**config.mk**
```make
export PLATFORM = sky130hd
export DESIGN_NAME = fetch_stage
export DESIGN_NICKNAME = d
export VERILOG_FILES = /design/src/rtl/fetch_stage.sv
export SDC_FILE = /design/constraint.sdc
export NUM_CORES = 1
export LEC_CHECK = 0
export CAP_MARGIN = 10
export CORE_ASPECT_RATIO = 0.5
export CORE_MARGIN = 2
export CORE_UTILIZATION = 40
export CTS_CLUSTER_SIZE = 12
export DETAILED_ROUTE_END_ITERATION = 10
export GPL_TIMING_DRIVEN = 0
export PLACE_DENSITY_LB_ADDON = 0.12
export SETUP_SLACK_MARGIN = 0.2
export SYNTH_ARGS = -nofsm -noshare
export SYNTH_HDL_FRONTEND = slang
export SYNTH_SLANG_ARGS = --single-unit
```
**constraint.sdc**
```tcl
create_clock -name clk -period 1.7 [get_ports clk]
set_input_delay 0.34 -clock clk [delete_from_list [all_inputs] [get_ports clk]]
set_output_delay 0.34 -clock clk [all_outputs]
set_load 0.02 [all_outputs]
```
**src/rtl/fetch_stage.sv**
```systemverilog
// rtl/fetch_stage.sv - instruction fetch front end: PC owner, single-outstanding imem request, decode handshake
module fetch_stage #(
    parameter int              XLEN     = 32,
    parameter logic [XLEN-1:0] RESET_PC = '0
) (
    input  logic            clk,
    input  logic            rst_n,
    input  logic            PCen,
    input  logic            br_taken,
    input  logic [XLEN-1:0] br_target,
    output logic            imem_req,
    output logic [XLEN-1:0] imem_addr,
    input  logic            imem_rvalid,
    input  logic [XLEN-1:0] imem_rdata,
    output logic            id_valid,
    output logic [XLEN-1:0] id_pc,
    output logic [XLEN-1:0] id_inst,
    input  logic            id_ready,
    output logic [XLEN-1:0] pc_out
);

    typedef enum logic [1:0] {
        S_REQ  = 2'd0,
        S_WAIT = 2'd1,
        S_HOLD = 2'd2
    } state_t;

    localparam logic [XLEN-1:0] ALIGN_MASK = ~(XLEN'(3));
    localparam logic [XLEN-1:0] NOP_INST   = XLEN'(32'h0000_0013);

    state_t          state;
    logic [XLEN-1:0] pc;
    // set when the in-flight response belongs to a redirected-away path
    logic            drop;

    // The request pulse is the REQ state itself; held low while reset is asserted
    assign imem_req  = (state == S_REQ) && rst_n;
    assign imem_addr = pc;
    assign pc_out    = pc;

    // Fetch FSM: redirect has priority over every other event in every state
    always_ff @(posedge clk) begin
        if (!rst_n) begin
            state    <= S_REQ;
            pc       <= RESET_PC & ALIGN_MASK;
            drop     <= 1'b0;
            id_valid <= 1'b0;
            id_pc    <= '0;
            id_inst  <= NOP_INST;
        end else if (br_taken) begin
            pc       <= br_target & ALIGN_MASK;
            id_valid <= 1'b0;
            case (state)
                // request already on the bus with the old pc; its answer must be thrown away
                S_REQ: begin
                    drop  <= 1'b1;
                    state <= S_WAIT;
                end
                // a response landing together with the redirect is wrong-path by definition
                S_WAIT: begin
                    if (imem_rvalid) begin
                        drop  <= 1'b0;
                        state <= S_REQ;
                    end else begin
                        drop  <= 1'b1;
                    end
                end
                default: begin
                    drop  <= 1'b0;
                    state <= S_REQ;
                end
            endcase
        end else begin
            case (state)
                S_REQ: begin
                    state <= S_WAIT;
                end
                S_WAIT: begin
                    if (imem_rvalid) begin
                        if (drop) begin
                            drop  <= 1'b0;
                            state <= S_REQ;
                        end else begin
                            id_pc    <= pc;
                            id_inst  <= imem_rdata;
                            id_valid <= 1'b1;
                            state    <= S_HOLD;
                        end
                    end
                end
                S_HOLD: begin
                    // a controller stall overrides decode readiness
                    if (id_ready && PCen) begin
                        id_valid <= 1'b0;
                        pc       <= pc + XLEN'(4);
                        state    <= S_REQ;
                    end
                end
                default: begin
                    state <= S_REQ;
                end
            endcase
        end
    end

endmodule
```
==> results of run 1 <==
timing repair:
action	CTS	global route
hold buffers	0	0
pin swaps	23	73
resized for setup	253	124
endpoints found under the setup margin	216	105
cloned	1	6
setup buffers	21	24
cells in the mapped netlist, drive strengths merged:
cell type and instances:
and3 3, conb 1, a211oi 2, dfxtp 96, nor2 15, nand4b 2
o211a 3, o211ai 1, buf 42, a221oi 1, xor2 16, ha 1
o21ai 26, a21boi 59, and2 4, nand3 20, nor3 3, xnor2 9
nand2 146, nor3b 1, a21oi 21, nand2b 2, nand4 17, clkbuf 26
inv 5, o21ba 2, mux2 1, and4b 1, a31oi 1, nor4 9
through the flow:
step                      cells  utilization [%]  setup TNS (ns)
after floorplan             541                -               0
after global placement      875             60.5          -55.69
after detailed placement    875             60.5          -57.67
after CTS                   912             66.4               0
after global routing        942             72.2          -0.568
final                       942             72.2         -0.0179
worst max-delay path, stage by stage (launching register included):
cell,delay [ns]
dfxtp_4,0.39
ha_4,0.16
nand3_4,0.09
nor4_4,0.34
buf_4,0.21
nand4_1,0.16
nor3b_2,0.19
a211oi_1,0.06
cells by family after synthesis:
family	Yosys count
and+or+nand+nor	223
AOI/OAI and AO/OA	116
DFF	96
buffers and inverters	73
xor gates and xnor gates	25
adders and majority gates	1
other	1
muxes	1
layer usage:
| layer | track usage [%] | vias up | wire length (um) |
|---|---|---|---|
| met4 | 5.93 | 0 | 244 |
| met5 | 0 | - | 0 |
| met3 | 5.69 | 19 | 1200 |
| met2 | 39.3 | 200 | 7150 |
| li1 | - | 2287 | - |
| met1 | 32.2 | 2211 | 6950 |
power groups by stage:
| stage | clock network, W | registers [W] | logic, W |
|---|---|---|---|
| 2_1_floorplan | 0 | 0.00259 | 0.000391 |
| 3_3_place_gp | 0 | 0.00252 | 0.000966 |
| 3_5_place_dp | 0 | 0.00252 | 0.000972 |
| 4_1_cts | 0.00221 | 0.00247 | 0.000963 |
| 5_1_grt | 0.00231 | 0.00248 | 0.00116 |
| 6_report | 0.00218 | 0.00247 | 0.00109 |
sequential cells by signal (all words and copies together), names as in the netlist:
register   flops
id_inst       32
id_pc         30
imem_addr     30
state          2
drop           1
id_valid       1
path summary, 6_finish.rpt:
check,start,end,slack [ns]
worst max-delay path,imem_addr[2],imem_addr[18],-0.02
worst max register to register,imem_addr[2],imem_addr[18],-0.02
worst min register to register,id_pc[29],id_pc[29],0.44
worst min-delay path,br_taken,imem_addr[18],0.44
layout make-up:
type,instances,area (um2)
multi-input cells,372,2500
clock buffers,11,275
well taps,145,181
plain buffers,68,528
repair buffers,241,2290
fillers,862,3030
clock inverters,4,48.8
inverters,5,18.8
flip-flops and latches,96,2010
==> flow_metrics.py, run 1 <==
metrics = {
    "status": {
        "status": "complete, but fails checks",
        "violations": "setup timing",
    },
    "timing": {
        "setup_slack_ns": -0.0179,
        "fin_crit_sh_pct": 101,
        "finalHoldViolations": 0,
        "finClkSkew_ns": 0.00567,
        "layout_min_cycle_time_ns": 1.72,
        "fmax_mhz": 582,
        "rsz0062_at_grt": "true",
        "slew_viol_final": 0,
        "whs_ns": 0.438,
        "setup_viol": 1,
        "worst_pin_slew_ns": 0.666,
        "relSlewSlack_pct": 55.6,
    },
    "clock_tree": {
        "clkSinkCount": 96,
        "htree_levels": 3,
        "cts_tree": "built",
        "cts_root_buf": "clkbuf_16",
        "cts_buffers": 9,
        "cts.path.max_buffers": 2,
        "clk_pin_slew_ns": 0.06,
        "insertion_delay_ns": 0.34,
    },
    "yosys": {
        "synthCells": 536,
        "syn_area_mm2": 0.00443,
        "synthSimpleGateAreaFrac_pct": 24.1,
        "synth_compound_area_share_pct": 17.4,
        "yosysSeqAreaShare_pct": 43.4,
        "synth.distinct_cells": 38,
        "yosysWarnings": 0,
        "synth-seq-cells": 96,
        "synthTopCellsByArea": "dfxtp_1, nand2_1, a21boi_1",
        "synth_largest_area_cell": "dfxtp_1",
        "synth_area_per_cell_um2": 8.26,
        "synth-xor-area-share_pct": 4.94,
        "yosysTopAreaCellShare_pct": 43.4,
        "synthMuxAreaShare_pct": 0.339,
        "synth_top_family_by_area": "simple AND/OR/NAND/NOR gates",
        "synth_fa_ha_area_share_pct": 0.283,
    },
    "place": {
        "place_congestion": 0.843,
        "place_hpwl_um": 10100,
        "io_buffer_count": 189,
        "dpl_cell_area_mm2": 0.00658,
        "preCtsSetupSlack_ns": -0.818,
    },
    "worst_hold_path": {
        "min_path_cells": 3,
        "hold_class": "primary input to flip-flop",
    },
    "power_and_ir_drop": {
        "pwr-share-comb_pct": 19.0,
        "p_int_w": 0.00420,
        "power_frac_clock_pct": 38.0,
        "p_leak_nw": 3.58,
        "irDropWorstVdd_mv": 0.466,
        "switching_share_pct": 26.8,
        "switchingPower_w": 0.00154,
        "pwr-share-seq_pct": 43.0,
        "power_density_mw_per_mm2": 730,
        "power_w": 0.00574,
    },
    "global_route": {
        "grt_max_degree": 16,
        "grt_pass1_wl_um": 22700,
        "grt_antenna_before_repair": 0,
        "gr-total-overflow": 0,
        "grt_pass1_vias": 4295,
        "track_usage_pct": 24.0,
    },
    "final_layout": {
        "layout_common_cells": "nand2_1, dlygate4sd2_1, buf_4",
        "finalNetCount": 864,
        "fin_area_mm2": 0.00785,
        "drive_above_1_share_pct": 32.5,
        "antennaDiodeCount": 0,
        "area_growth_pct": 77.3,
        "layout_commonest_cell": "nand2_1",
    },
    "setup_path": {
        "worstPathArrival_ns": 1.94,
        "setup.worst_path.end_class": "flip-flop",
        "required_ns": 1.92,
        "crit_path_start_kind": "flip-flop",
        "path_max_fanout": 4,
        "path_class": "flip-flop to flip-flop",
        "r2r_cells": 7,
    },
    "detailed_routing": {
        "vias": 4717,
        "vias_per_cell": 5.01,
        "drc": 0,
        "routed_wl_um": 15500,
        "drtAntennaViolNets": 0,
        "wire_per_inst_um": 16.5,
        "drt_iter0_drc": 273,
        "drt_pass1_iterations": 5,
    },
    "die": {
        "boundaryPins": 200,
        "fp.dieArea_mm2": 0.0120,
        "die_y_um": 78.4,
        "rows": 27,
        "core_mm2": 0.0109,
        "die_x_um": 153,
        "initial_core_util_pct": 40.7,
    },
    "run": {
        "maxCapViolCount": 0,
    },
}
No activity file was read; power rests on OpenSTA's default activity.
==> inputs of run 2 (changes only) <==
--- a/config.mk
+++ b/config.mk
@@ -11,6 +11,7 @@
 export CORE_UTILIZATION = 40
 export CTS_CLUSTER_SIZE = 12
 export DETAILED_ROUTE_END_ITERATION = 10
+export DONT_BUFFER_PORTS = 1
 export GPL_TIMING_DRIVEN = 0
 export PLACE_DENSITY_LB_ADDON = 0.12
 export SETUP_SLACK_MARGIN = 0.2
==> run 2 against run 1 <==
Effect of this change:
- the flow still finishes with violations (setup timing)
- worst setup slack got worse by 0.014 ns
- total power fell by 10%
- sequential power rose by 5%
- utilization fell by 18 points
- non-clock buffer count fell by 206
- sequential cell count did not move
- count of clock-buffer cells in the layout fell by 1
- via count fell by 18%
- cell count fell by 22%
- die area did not move
- wire length fell by 13%
- clock skew fell by 0.0015 ns
- critical endpoint is now imem_addr[14]
- highest routed layer unchanged
==> flow_metrics.py, run 2 (same netlist as run 1, synthesis figures left out) <==
metrics = {
    "place": {
        "place_hpwl_um": 9320,
        "place_congestion": 0.806,
        "preCtsSetupSlack_ns": -0.580,
        "dp_cells": 686,
        "io_buffer_count": 0,
        "dpl_cell_area_mm2": 0.00469,
    },
    "clock_tree": {
        "clkSinkCount": 96,
        "insertion_delay_ns": 0.34,
        "cts_root_buf": "clkbuf_16",
        "cts_tree": "built",
        "clk_pin_slew_ns": 0.07,
        "htree_levels": 3,
        "cts.path.max_buffers": 2,
        "cts_buffers": 9,
    },
    "timing": {
        "worst_pin_slew_ns": 0.623,
        "finalHoldViolations": 0,
        "fmax_mhz": 577,
        "relSlewSlack_pct": 58.5,
        "fin_crit_sh_pct": 102,
        "layout_min_cycle_time_ns": 1.73,
        "rsz0062_at_grt": "true",
        "setup_tns_ns": -0.0648,
        "finClkSkew_ns": 0.00418,
        "slew_viol_final": 0,
        "setup_viol": 3,
        "setup_slack_ns": -0.0321,
    },
    "power_and_ir_drop": {
        "p_int_w": 0.00368,
        "switching_share_pct": 28.6,
        "p_leak_nw": 2.35,
        "pwr-share-comb_pct": 11.2,
        "switchingPower_w": 0.00147,
        "power_density_mw_per_mm2": 878,
        "pwr-share-seq_pct": 50.2,
        "irDropWorstVdd_mv": 0.498,
        "power_frac_clock_pct": 38.5,
    },
    "detailed_routing": {
        "wire_per_inst_um": 18.3,
        "drt_pass1_iterations": 4,
        "routed_wl_um": 13500,
        "vias": 3853,
        "drtAntennaViolNets": 0,
        "drt_iter0_drc": 164,
        "vias_per_cell": 5.23,
        "drc": 0,
    },
    "die": {
        "core_mm2": 0.0109,
        "initial_core_util_pct": 40.7,
        "die_y_um": 78.4,
        "die_x_um": 153,
        "rows": 27,
        "boundaryPins": 200,
        "fp.dieArea_mm2": 0.0120,
    },
    "setup_path": {
        "path_class": "flip-flop to flip-flop",
        "required_ns": 1.93,
        "regToRegStartpoint": "state[1]",
        "r2r_cells": 7,
        "r2r_slack_ns": -0.03,
        "r2r_end": "imem_addr[14]",
        "setup.worst_path.end_class": "flip-flop",
        "path_max_fanout": 7,
        "worstPathArrival_ns": 1.96,
        "crit_path_start_kind": "flip-flop",
    },
    "global_route": {
        "gr-total-overflow": 0,
        "grt_pass1_wl_um": 20100,
        "track_usage_pct": 21.4,
        "grt_pass1_vias": 3746,
        "grt_max_degree": 17,
        "grt_antenna_before_repair": 1,
    },
    "final_layout": {
        "drive_above_1_share_pct": 34.5,
        "final_util_pct": 53.9,
        "finalNetCount": 658,
        "top_register": "id_inst",
        "fin_area_mm2": 0.00587,
        "final_cells": 737,
        "area_growth_pct": 32.5,
        "n_fill_cell": 1073,
        "layout_commonest_cell": "nand2_1",
        "layout_common_cells": "nand2_1, dfxtp_1, buf_4",
        "largest_reg_flops": 32,
    },
    "run": {
        "maxCapViolCount": 0,
    },
    "status": {
        "violations": "setup timing",
        "status": "complete, but fails checks",
    },
    "worst_hold_path": {
        "hold_end": "state[0]",
        "min_path_cells": 1,
        "hold_start": "imem_rvalid",
        "hold_class": "primary input to flip-flop",
    },
}
-- run 2: changes by cell type in the layout (fill, tap and decap cells not counted), sizes merged --
| cell | before | now |
|---|---|---|
| clkinvlp | 0 | 2 |
| clkdlybuf4s15 | 18 | 0 |
| diode | 0 | 1 |
| clkdlybuf4s50 | 62 | 0 |
| clkbuf | 49 | 37 |
| clkinv | 3 | 1 |
| bufinv | 1 | 0 |
| inv | 5 | 7 |
| buf | 98 | 76 |
| dlygate4sd2 | 93 | 0 |
-- run 2: power groups by stage --
stage                     Sequential (W)  Combinational [W]  Clock [W]
after floorplan                  0.00259           0.000391          0
after global placement           0.00264           0.000464          0
after detailed placement         0.00264           0.000466          0
after CTS                        0.00259           0.000492    0.00202
after global routing             0.00260           0.000631    0.00212
final                            0.00259           0.000578    0.00198
-- run 2: worst max-delay path, cell delays in order, from the launching register on --
cell	delay (ns)
dfxtp_2	0.32
buf_6	0.11
nand4b_4	0.22
nor4_4	0.35
buf_6	0.17
nand3_1	0.11
a221oi_2	0.26
nor2_1	0.06
-- run 2: final cells by class --
type | instances | area [um2] | area share (%)
Clock buffer | 10 | 250 | 4.27
Clock inverter | 5 | 38.8 | 0.661
Buffer | 68 | 487 | 8.30
Multi-Input combinational cell | 372 | 2450 | 41.8
Sequential cell | 96 | 2020 | 34.4
Inverter | 5 | 18.8 | 0.320
Timing Repair Buffer | 35 | 419 | 7.14
Antenna cell | 1 | 2.50 | 0.0427
Tap cell | 145 | 181 | 3.09
-- run 2: timing repair --
item,CTS,global route
gates resized for setup,61,105
cloned,1,6
hold buffers,0,0
endpoints found under the setup margin,96,90
pin swaps,21,46
setup buffers,17,11
-- run 2: worst max-delay path by stage --
stage,start,to,cells past startpoint
after global placement,br_taken,id_pc[21],5
after global routing,state[1],imem_addr[14],7
final,state[1],imem_addr[14],7
after CTS,state[1],imem_addr[18],7
after floorplan,state[1],imem_addr[14],6
after detailed placement,br_taken,id_pc[26],5
-- run 2: metrics by stage --
step / hold WS [ns] / power, W
floorplan: 0.434 / 0.00298
global placement: 0.437 / 0.00310
detailed placement: 0.440 / 0.00310
CTS: 0.0678 / 0.00510
global route: 0.0734 / 0.00535
finish: 0.0753 / 0.00515
-- run 2: routing by layer --
layer | track usage (%) | share of wire, % | vias up
li1 | - | - | 1876
met1 | 26.9 | 46 | 1829
met2 | 34.3 | 45 | 134
met3 | 9.11 | 8.7 | 14
met4 | 5.09 | 1.2 | 0
met5 | 0 | 0 | -
==> inputs of run 3 (changes only) <==
--- a/config.mk
+++ b/config.mk
@@ -12,7 +12,7 @@
 export CTS_CLUSTER_SIZE = 12
 export DETAILED_ROUTE_END_ITERATION = 10
 export DONT_BUFFER_PORTS = 1
-export GPL_TIMING_DRIVEN = 0
+export GPL_TIMING_DRIVEN = 1
 export PLACE_DENSITY_LB_ADDON = 0.12
 export SETUP_SLACK_MARGIN = 0.2
 export SYNTH_ARGS = -nofsm -noshare
==> constraint.sdc (replaced) <==
create_clock -name clk -period 2 [get_ports clk]
set_input_delay 0.4 -clock clk [delete_from_list [all_inputs] [get_ports clk]]
set_output_delay 0.4 -clock clk [all_outputs]
set_load 0.02 [all_outputs]
==> run 3 against run 2 <==
Effect of this change:
- the flow now finishes without violations
- worst setup slack improved by 0.32 ns
- critical path depth stayed put
- total power decreased by 15%
==> flow_metrics.py, run 3 (same netlist as run 1, synthesis figures left out) <==
metrics = {
    "clock_tree": {
        "cts_buffers": 9,
        "insertion_delay_ns": 0.34,
        "cts_tree": "built",
        "cts_setup_buffers": 0,
        "cts_root_buf": "clkbuf_16",
        "cts.path.max_buffers": 2,
        "hold_buffers": 0,
        "clk_pin_slew_ns": 0.07,
        "cts-resized-gates": 0,
        "clkSinkCount": 96,
        "htree_levels": 3,
    },
    "global_route": {
        "grt_antenna_before_repair": 0,
        "grt_pass1_vias": 3331,
        "grt_max_degree": 100,
        "track_usage_pct": 19.2,
        "grt_pass1_wl_um": 18200,
        "gr-total-overflow": 0,
    },
    "timing": {
        "finClkSkew_ns": 0.00770,
        "layout_min_cycle_time_ns": 1.72,
        "setup_tns_ns": 0,
        "finalHoldViolations": 0,
        "fmax_mhz": 583,
        "relSlewSlack_pct": 63.5,
        "setup_slack_ns": 0.284,
        "setup_viol": 0,
        "rsz0062_at_grt": "false",
        "fin_crit_sh_pct": 85.8,
        "whs_ns": 0.151,
        "worst_pin_slew_ns": 0.547,
        "slew_viol_final": 0,
    },
    "power_and_ir_drop": {
        "irDropWorstVdd_mv": 0.431,
        "p_int_w": 0.00327,
        "pwr-share-comb_pct": 10.1,
        "pwr-share-seq_pct": 47.2,
        "switchingPower_w": 0.00113,
        "switching_share_pct": 25.7,
        "p_leak_nw": 1.80,
        "power_density_mw_per_mm2": 904,
        "power_frac_clock_pct": 42.7,
    },
    "setup_path": {
        "required_ns": 2.23,
        "crit_path_start_kind": "flip-flop",
        "r2r_slack_ns": 0.28,
        "regToRegStartpoint": "imem_addr[3]",
        "path_class": "flip-flop to flip-flop",
        "path_max_fanout": 6,
        "r2r_cells": 7,
        "r2r_end": "imem_addr[14]",
        "worstPathArrival_ns": 1.95,
        "setup.worst_path.end_class": "flip-flop",
    },
    "detailed_routing": {
        "wire_per_inst_um": 16.9,
        "drtAntennaViolNets": 0,
        "drt_pass1_iterations": 4,
        "routed_wl_um": 11400,
        "drc": 0,
        "vias": 3509,
        "drt_iter0_drc": 160,
        "vias_per_cell": 5.21,
    },
    "die": {
        "core_mm2": 0.0109,
        "boundaryPins": 200,
        "rows": 27,
        "initial_core_util_pct": 40.7,
        "die_y_um": 78.4,
        "fp.dieArea_mm2": 0.0120,
        "die_x_um": 153,
    },
    "final_layout": {
        "layout_common_cells": "nand2_1, dfxtp_1, a21boi_1",
        "largest_reg_flops": 32,
        "top_register": "id_inst",
        "finalNetCount": 595,
        "antennaDiodeCount": 0,
        "n_fill_cell": 1122,
        "drive_above_1_share_pct": 12.9,
        "area_growth_pct": 9.95,
        "layout_commonest_cell": "nand2_1",
    },
    "run": {
        "maxCapViolCount": 0,
    },
    "worst_hold_path": {
        "hold_class": "primary input to flip-flop",
        "hold_end": "state[0]",
        "min_path_cells": 1,
        "hold_start": "imem_rvalid",
    },
    "place": {
        "io_buffer_count": 0,
        "preCtsSetupSlack_ns": 0.213,
        "place_congestion": 0.759,
        "place_hpwl_um": 7980,
    },
    "status": {
        "status": "completed",
    },
}
==> run 3: changes by cell type in the layout (fill, tap and decap cells not counted), moves of 5 or more <==
cell / delta
dfxtp_1: +30
nand2_1: +25
dfxtp_4: -23
buf_6: -18
nand2_4: -16
a21boi_1: +12
a21boi_2: -12
clkbuf_1: -12
buf_4: -11
clkbuf_2: -10
nand2_2: -9
dfxtp_2: -7
clkbuf_16: -6
buf_8: -5
==> run 3: power groups by stage <==
stage | Clock, W | Combinational (W) | Sequential (W)
2_1_floorplan | 0 | 0.000331 | 0.00219
3_3_place_gp | 0 | 0.000446 | 0.00212
3_5_place_dp | 0 | 0.000449 | 0.00212
4_1_cts | 0.00194 | 0.000450 | 0.00208
5_1_grt | 0.00201 | 0.000490 | 0.00209
6_report | 0.00188 | 0.000444 | 0.00208
==> run 3: per-stage QoR <==
step           total power [W]  cells  utilization [%]  instance area (um2)
6_report               0.00440    674             44.8                 4870
5_1_grt                0.00459    674             44.8                 4870
3_3_place_gp           0.00257    657             41.7                 4530
3_5_place_dp           0.00257    657             41.7                 4530
2_1_floorplan          0.00252    541                -                 4450
4_1_cts                0.00447    673             44.7                 4860
==> run 3: how the worst max path moves through the flow <==
stage / startpoint / endpoint / cells past startpoint
2_1_floorplan: imem_addr[4] / imem_addr[14] / 5
3_3_place_gp: state[0] / imem_addr[14] / 5
3_5_place_dp: state[0] / imem_addr[14] / 5
4_1_cts: state[0] / imem_addr[14] / 5
5_1_grt: imem_addr[3] / imem_addr[14] / 7
6_report: imem_addr[3] / imem_addr[14] / 7
==> run 3: layer usage <==
| metal | GRT usage, % | share of wire (%) | vias up |
|---|---|---|---|
| met1 | 25.8 | 47 | 1640 |
| li1 | - | - | 1740 |
| met3 | 6.90 | 7.4 | 10 |
| met4 | 3.89 | 0.82 | 0 |
| met2 | 29.7 | 44 | 119 |
| met5 | 0 | 0 | - |
==> run 3: final cells by class <==
| type | instances | area [um2] | area share, % |
|---|---|---|---|
| multi-input cells | 372 | 2120 | 43.5 |
| flip-flops and latches | 96 | 1920 | 39.5 |
| repair buffers | 40 | 300 | 6.17 |
| clock buffers | 10 | 239 | 4.91 |
| well taps | 145 | 181 | 3.73 |
| clock inverters | 6 | 90.1 | 1.85 |
| inverters | 5 | 18.8 | 0.386 |
==> run 3: worst max-delay path, cell delays in order, from the launching register on <==
cell and delay, ns:
dfxtp_1 0.37, ha_1 0.19, nand3_1 0.12, nor4_4 0.26
buf_4 0.19, nand3_1 0.09, a221oi_1 0.30, nor2_1 0.08
